==> config.mk <==
export PLATFORM = sky130hd
export DESIGN_NAME = output_sequencer
export DESIGN_NICKNAME = d
export VERILOG_FILES = /design/src/rtl/output_sequencer.sv
export SDC_FILE = /design/constraint.sdc
export NUM_CORES = 1
export LEC_CHECK = 0
export BUFFER_PORTS_ARGS = -buffer_cell sky130_fd_sc_hd__buf_4
export CORE_MARGIN = 4
export CORE_UTILIZATION = 50
export CTS_CLUSTER_DIAMETER = 30
export DETAILED_ROUTE_END_ITERATION = 8
export HOLD_SLACK_MARGIN = 0.15
export PLACE_DENSITY = 0.83
export SLEW_MARGIN = 0
export SYNTH_ARGS = -nofsm -noshare
export SYNTH_HDL_FRONTEND = slang
export SYNTH_SLANG_ARGS = --single-unit
==> constraint.sdc <==
create_clock -name clk -period 4.8 [get_ports clk]
set_input_delay 0.24 -clock clk [delete_from_list [all_inputs] [get_ports clk]]
set_output_delay 0.24 -clock clk [all_outputs]
set_load 0.05 [all_outputs]
==> src/rtl/output_sequencer.sv <==
// Run-level sequencer for the projection-result output stage: clear, compute, stream words per sample.
// Optional WAIT watchdog enabled by defining OUTPUT_SEQUENCER_TIMEOUT_EN.
module output_sequencer #(
    parameter int unsigned NUM_WEIGHTS    = 400,
    parameter int unsigned NUM_SAMPLES    = 400,
    parameter int unsigned IDX_W          = 9,
    parameter int unsigned TIMEOUT_CYCLES = 65535
) (
    input  logic             clk,
    input  logic             rst,
    input  logic             start,
    output logic             busy,
    output logic             comp_start,
    input  logic             comp_done,
    output logic [IDX_W-1:0] sample_iter,
    output logic [IDX_W-1:0] weight_iter,
    output logic             out_enable,
    output logic             out_clear,
    output logic             out_valid,
    input  logic             out_ready,
    output logic             out_last,
    output logic             frame_done,
    output logic             err_timeout
);

    localparam logic [IDX_W-1:0] W_LAST = IDX_W'(NUM_WEIGHTS - 1);
    localparam logic [IDX_W-1:0] S_LAST = IDX_W'(NUM_SAMPLES - 1);

    if (IDX_W == 0 || NUM_WEIGHTS == 0 || NUM_SAMPLES == 0 || TIMEOUT_CYCLES == 0 ||
        (64'(1) << IDX_W) < 64'(NUM_WEIGHTS) || (64'(1) << IDX_W) < 64'(NUM_SAMPLES)) begin : g_bad_params
        $error("output_sequencer: invalid parameter combination");
    end

    typedef enum logic [2:0] {
        ST_IDLE,
        ST_CLEAR,
        ST_COMPUTE,
        ST_WAIT,
        ST_STREAM,
        ST_DRAIN,
        ST_DONE
    } state_t;

    state_t state;
    logic   issue;

`ifdef OUTPUT_SEQUENCER_TIMEOUT_EN
    localparam int unsigned CNT_W = $clog2(TIMEOUT_CYCLES + 1);
    localparam logic [CNT_W-1:0] CNT_LAST = CNT_W'(TIMEOUT_CYCLES - 1);
    logic [CNT_W-1:0] wait_cnt;
`endif

    // A word may be issued whenever the output slot is empty or being drained this cycle.
    assign issue      = !out_valid || out_ready;
    assign out_enable = (state == ST_STREAM) && issue;
    assign busy       = (state != ST_IDLE);

    always_ff @(posedge clk) begin
        if (rst) begin
            state       <= ST_IDLE;
            sample_iter <= '0;
            weight_iter <= '0;
            out_valid   <= 1'b0;
            out_last    <= 1'b0;
            comp_start  <= 1'b0;
            out_clear   <= 1'b0;
            frame_done  <= 1'b0;
            err_timeout <= 1'b0;
`ifdef OUTPUT_SEQUENCER_TIMEOUT_EN
            wait_cnt    <= '0;
`endif
        end else begin
            comp_start  <= 1'b0;
            out_clear   <= 1'b0;
            frame_done  <= 1'b0;
            err_timeout <= 1'b0;

            // Valid/last track the stage's one-cycle load latency and hold under stall.
            if (out_enable) begin
                out_valid <= 1'b1;
                out_last  <= (weight_iter == W_LAST);
            end else if (out_ready) begin
                out_valid <= 1'b0;
                out_last  <= 1'b0;
            end

            case (state)
                ST_IDLE: begin
                    if (start) begin
                        out_clear <= 1'b1;
                        state     <= ST_CLEAR;
                    end
                end
                ST_CLEAR: begin
                    sample_iter <= '0;
                    weight_iter <= '0;
                    comp_start  <= 1'b1;
                    state       <= ST_COMPUTE;
                end
                ST_COMPUTE: begin
                    state <= ST_WAIT;
`ifdef OUTPUT_SEQUENCER_TIMEOUT_EN
                    wait_cnt <= '0;
`endif
                end
                ST_WAIT: begin
                    if (comp_done) begin
                        weight_iter <= '0;
                        state       <= ST_STREAM;
                    end
`ifdef OUTPUT_SEQUENCER_TIMEOUT_EN
                    else if (wait_cnt == CNT_LAST) begin
                        err_timeout <= 1'b1;
                        sample_iter <= '0;
                        weight_iter <= '0;
                        out_valid   <= 1'b0;
                        out_last    <= 1'b0;
                        state       <= ST_IDLE;
                    end else begin
                        wait_cnt <= wait_cnt + CNT_W'(1);
                    end
`endif
                end
                ST_STREAM: begin
                    if (issue) begin
                        if (weight_iter == W_LAST) begin
                            state <= ST_DRAIN;
                        end else begin
                            weight_iter <= weight_iter + IDX_W'(1);
                        end
                    end
                end
                ST_DRAIN: begin
                    if (out_valid && out_ready) begin
                        if (sample_iter == S_LAST) begin
                            frame_done <= 1'b1;
                            state      <= ST_DONE;
                        end else begin
                            sample_iter <= sample_iter + IDX_W'(1);
                            weight_iter <= '0;
                            comp_start  <= 1'b1;
                            state       <= ST_COMPUTE;
                        end
                    end
                end
                ST_DONE: begin
                    sample_iter <= '0;
                    weight_iter <= '0;
                    state       <= ST_IDLE;
                end
                default: state <= ST_IDLE;
            endcase
        end
    end

endmodule

==> results.md <==
Power:
- The standby leakage power is slightly above 0.6 nW.
- The worst IR drop on VDD is about 0.18 mV.
- Dividing total power by cell area gives a power density of approximately 240 nW/um2.

Timing:
- The post-route clock period utilization is between 40% and 50%.
- The setup TNS is 0 ns.
- The worst pin sits at a relative slew slack of a little under two thirds.
- Setup repair after global routing left no endpoint under its margin.
- The clock period minus final worst setup slack is 2.26 ns.
- The highest clock rate is 443 MHz.
- Between clock sinks in the finished design, the worst skew comes to around 0.00065 ns.
- The max-slew violation count is 0.
- The worst-margin pin slew is roughly 0.54 ns.
- On the final layout, the worst hold slack is approximately 0.19 ns.
- The total of endpoints with negative setup slack in the final report is 0.
- The final hold violation count is 0.

Place:
- The number of I/O port buffers is 29.
- The HPWL after detailed placement is around 2300 um.
- Routability-driven placement finished with a final weighted congestion of approximately 0.91.

Global routing:
- The number of antenna violations at the first check in global routing was 0.
- Entering global routing, the biggest net connects 22 pins.
- The via count of the first global-routing pass came to roughly 1300.
- The first global-routing pass estimated 5380 um of wire.
- The global route total overflow is 0.
- The all-layer global routing usage is 18.3%.

Worst setup path:
- The launching element type of the critical path is a register.
- STA classifies the critical path endpoint as an output pin.
- The largest fanout of any net on the critical path is 17.
- For the worst setup path, the data arrival time is 2.02 ns.
- The timing startpoint of the critical path is state[2]$_SDFFE_PP0P_.
- The worst register-to-register path begins at state[2]$_SDFFE_PP0P_.
- The start-to-end type of the worst setup path is register to output pin.
- The worst endpoint required time is ~4.6 ns.

Clock network:
- The number of clock sinks seen by CTS is 26.
- The maximum level of the CTS H-tree is 1.
- TritonCTS built the clock tree.
- The number of hold buffers added after CTS was 0.
- The number of setup buffers added after CTS is 0.
- The clock root buffer is sky130_fd_sc_hd__clkbuf_4.
- The longest clock path from root to sink contains 2 buffers.
- Buffers inserted during clock tree synthesis total 3.
- The clock-pin slew of the registers on the worst-case setup and hold paths is 0.13 ns.
- The clock latency reported for the late side of the worst-skew pair is roughly 0.32 ns.
- The post-cts resize count is 0.

Layout:
- The final design utilization is between 60 and 70%.
- In the final layout, the share of cells above drive strength 1 is about a quarter.
- Across the whole layout, storage elements account for about 520 um2.
- The number of fillers in the final layout is around 260.
- The post-synthesis to final-layout area growth is 15.6%.
- The diode insertion count for antenna repair is 0.
- In the final design database the tool counted 198 nets.
- Summing all multi-input logic gate instances after layout gives about 840 um2.

Detailed routing:
- In this run the remaining antenna-violating nets after routing total 0.
- The number of violations reported at the end of detailed-routing iteration 0 is 28.
- The total iterations of the first detailed-routing run is 4.
- Across all layers, the routed design uses around 1300 vias.
- The total detailed-routing wirelength is about 3100 um.
- In the routed design, unresolved DRC markers number 0.
- Using the TritonRoute via totals, the vias-per-cell ratio works out to just under 6.
- The detail-routed net length per standard cell is between 10 and 15 um.

Min path:
- The worst hold path begins at start.
- The class of the tightest hold or removal check is primary input to register.

Outcome:
- The run finished with clean final reports.

Job:
- The max-cap check violation count is 0.

Synth:
- Synthesis handed over a netlist of around 170 instances.
- The commonest cells after synthesis are 26 x sky130_fd_sc_hd__dfxtp_1, 19 x sky130_fd_sc_hd__nor2_1, 16 x sky130_fd_sc_hd__a21oi_1, 10 x sky130_fd_sc_hd__nand2_1, 9 x sky130_fd_sc_hd__nand3_1.
- Among all flip-flop cells after synthesis, the most frequent one is sky130_fd_sc_hd__dfxtp_1.
- When the netlist entered floorplanning its net count stood at 172.
- Counting flops with an async set or reset pin after synthesis yields a share of 0%.
- Each instance of the synthesized netlist takes up on average about 8.7 um2.
- The post-synthesis register bit count is 26.
- The synthesized netlist occupies a cell area of 1430 um2.
- The synthesized netlist contains 45 unique library cells.
- The share of synthesized area in the top cell type comes to a little over a third.
- sky130_fd_sc_hd__dfxtp_1 is the most common cell in the netlist.
- The Yosys step of the flow raised 0 warnings.
- Summing the sequential cell areas from Yosys gives a little over a third of the chip area.
- The cell type with the highest aggregate area in the netlist is sky130_fd_sc_hd__dfxtp_1.
- The number of enable-type register cells in the synthesized netlist is 0.
- By area the synthesized netlist is led by sky130_fd_sc_hd__dfxtp_1 36%, sky130_fd_sc_hd__a21oi_1 5.6%, sky130_fd_sc_hd__nor2_1 5.0%, sky130_fd_sc_hd__a311oi_2 4.2%, sky130_fd_sc_hd__nand3_1 3.1%.

Floorplanning:
- The starting density of the core is 52.0%.
- The standard-cell row count is 19.
- Pin placement for this block handled 31 I/O pins.
- The floorplan step defined a core boundary enclosing between 2000 and 3000 um2.
- Measured along the x axis, the die boundary spans 61.5 um.
- The die covers about 3800 um2.
- The floorplan step set the die height to 61.5 um.
## kinds of logic (layout without fill, tap and decap cells)
logic type | Yosys count | after routing | share of synthesized area (%)
buf+inv | 12 | 36 | 4.89
fa+ha+maj | 2 | 2 | 1.75
simple gates | 68 | 68 | 25.9
compound gates | 48 | 48 | 25.8
flops | 26 | 26 | 36.3
other cells | 1 | 1 | 0.262
mux | 2 | 2 | 1.40
xor+xnor | 6 | 6 | 3.67
## power by group
| group | internal (mW) | switching (mW) | total, mW | leakage, nW |
|---|---|---|---|---|
| Sequential | 0.221 | 0.0104 | 0.232 | 0.210 |
| Clock | 0.0294 | 0.0621 | 0.0915 | 0.0138 |
| Combinational | 0.0236 | 0.0484 | 0.0720 | 0.386 |
## stage by stage
step	setup slack [ns]	cells	area (um2)	total power, mW
final	2.54	220	1660	0.395
after global routing	2.36	220	1660	0.417
after CTS	2.56	220	1660	0.399
after detailed placement	2.82	217	1630	0.309
after global placement	2.87	217	1630	0.307
after floorplan	2.77	165	1430	0.294
## layout make-up
cell class,instances,area share [%]
multi-input cells,127,50.8
flip-flops and latches,26,31.4
repair buffers,29,13.1
well taps,31,2.34
clock buffers,3,1.36
inverters,4,0.906
## worst max-delay path: stages, from the launching register on
cell                      delay, ns
sky130_fd_sc_hd__dfxtp_1       0.61
sky130_fd_sc_hd__nor3b_2       0.45
sky130_fd_sc_hd__nand2_1       0.19
sky130_fd_sc_hd__inv_1         0.21
sky130_fd_sc_hd__buf_4         0.24
## state kept, by name, indices dropped and copies added, names as in the netlist
register	count
sample_iter	9
weight_iter	9
state	3
comp_start	1
frame_done	1
out_clear	1
out_last	1
out_valid	1
## placed cells by master (no fill, tap or decap), drive strengths merged, types with 2 or more instances in the layout
| master | count |
|---|---|
| a21oi | 17 |
| and3 | 5 |
| o21a | 4 |
| a41oi | 2 |
| nor2 | 20 |
| nand3 | 9 |
| nand2 | 10 |
| mux2i | 2 |
| a311oi | 4 |
| xor2 | 2 |
| nand3b | 3 |
| nor3 | 3 |
| xnor2 | 4 |
| a21boi | 2 |
| a211oi | 6 |
| nor3b | 2 |
| nand4 | 2 |
| o21ai | 8 |
| clkbuf | 3 |
| dfxtp | 26 |
| ha | 2 |
| inv | 4 |
| nand2b | 5 |
| buf | 29 |
| or3 | 4 |
## routing by layer
layer / global-route usage [%] / vias to the layer above / part of all wire [%]
li1: - / 647 / -
met1: 24.0 / 586 / 46
met2: 30.2 / 35 / 46
met3: 2.73 / 5 / 6.0
met4: 6.97 / 0 / 1.3
met5: 0 / - / 0
## final timing paths
check	endpoint	slack, ns	depth (start not counted)
hold / removal	out_clear$_SDFF_PP0_	0.19	2
hold reg to reg	out_last$_SDFFE_PP0P_	0.51	2
setup / recovery	out_enable	2.54	4
setup reg to reg	weight_iter[8]$_SDFFE_PP0P_	2.77	5
No activity file was read; power rests on OpenSTA's default activity.
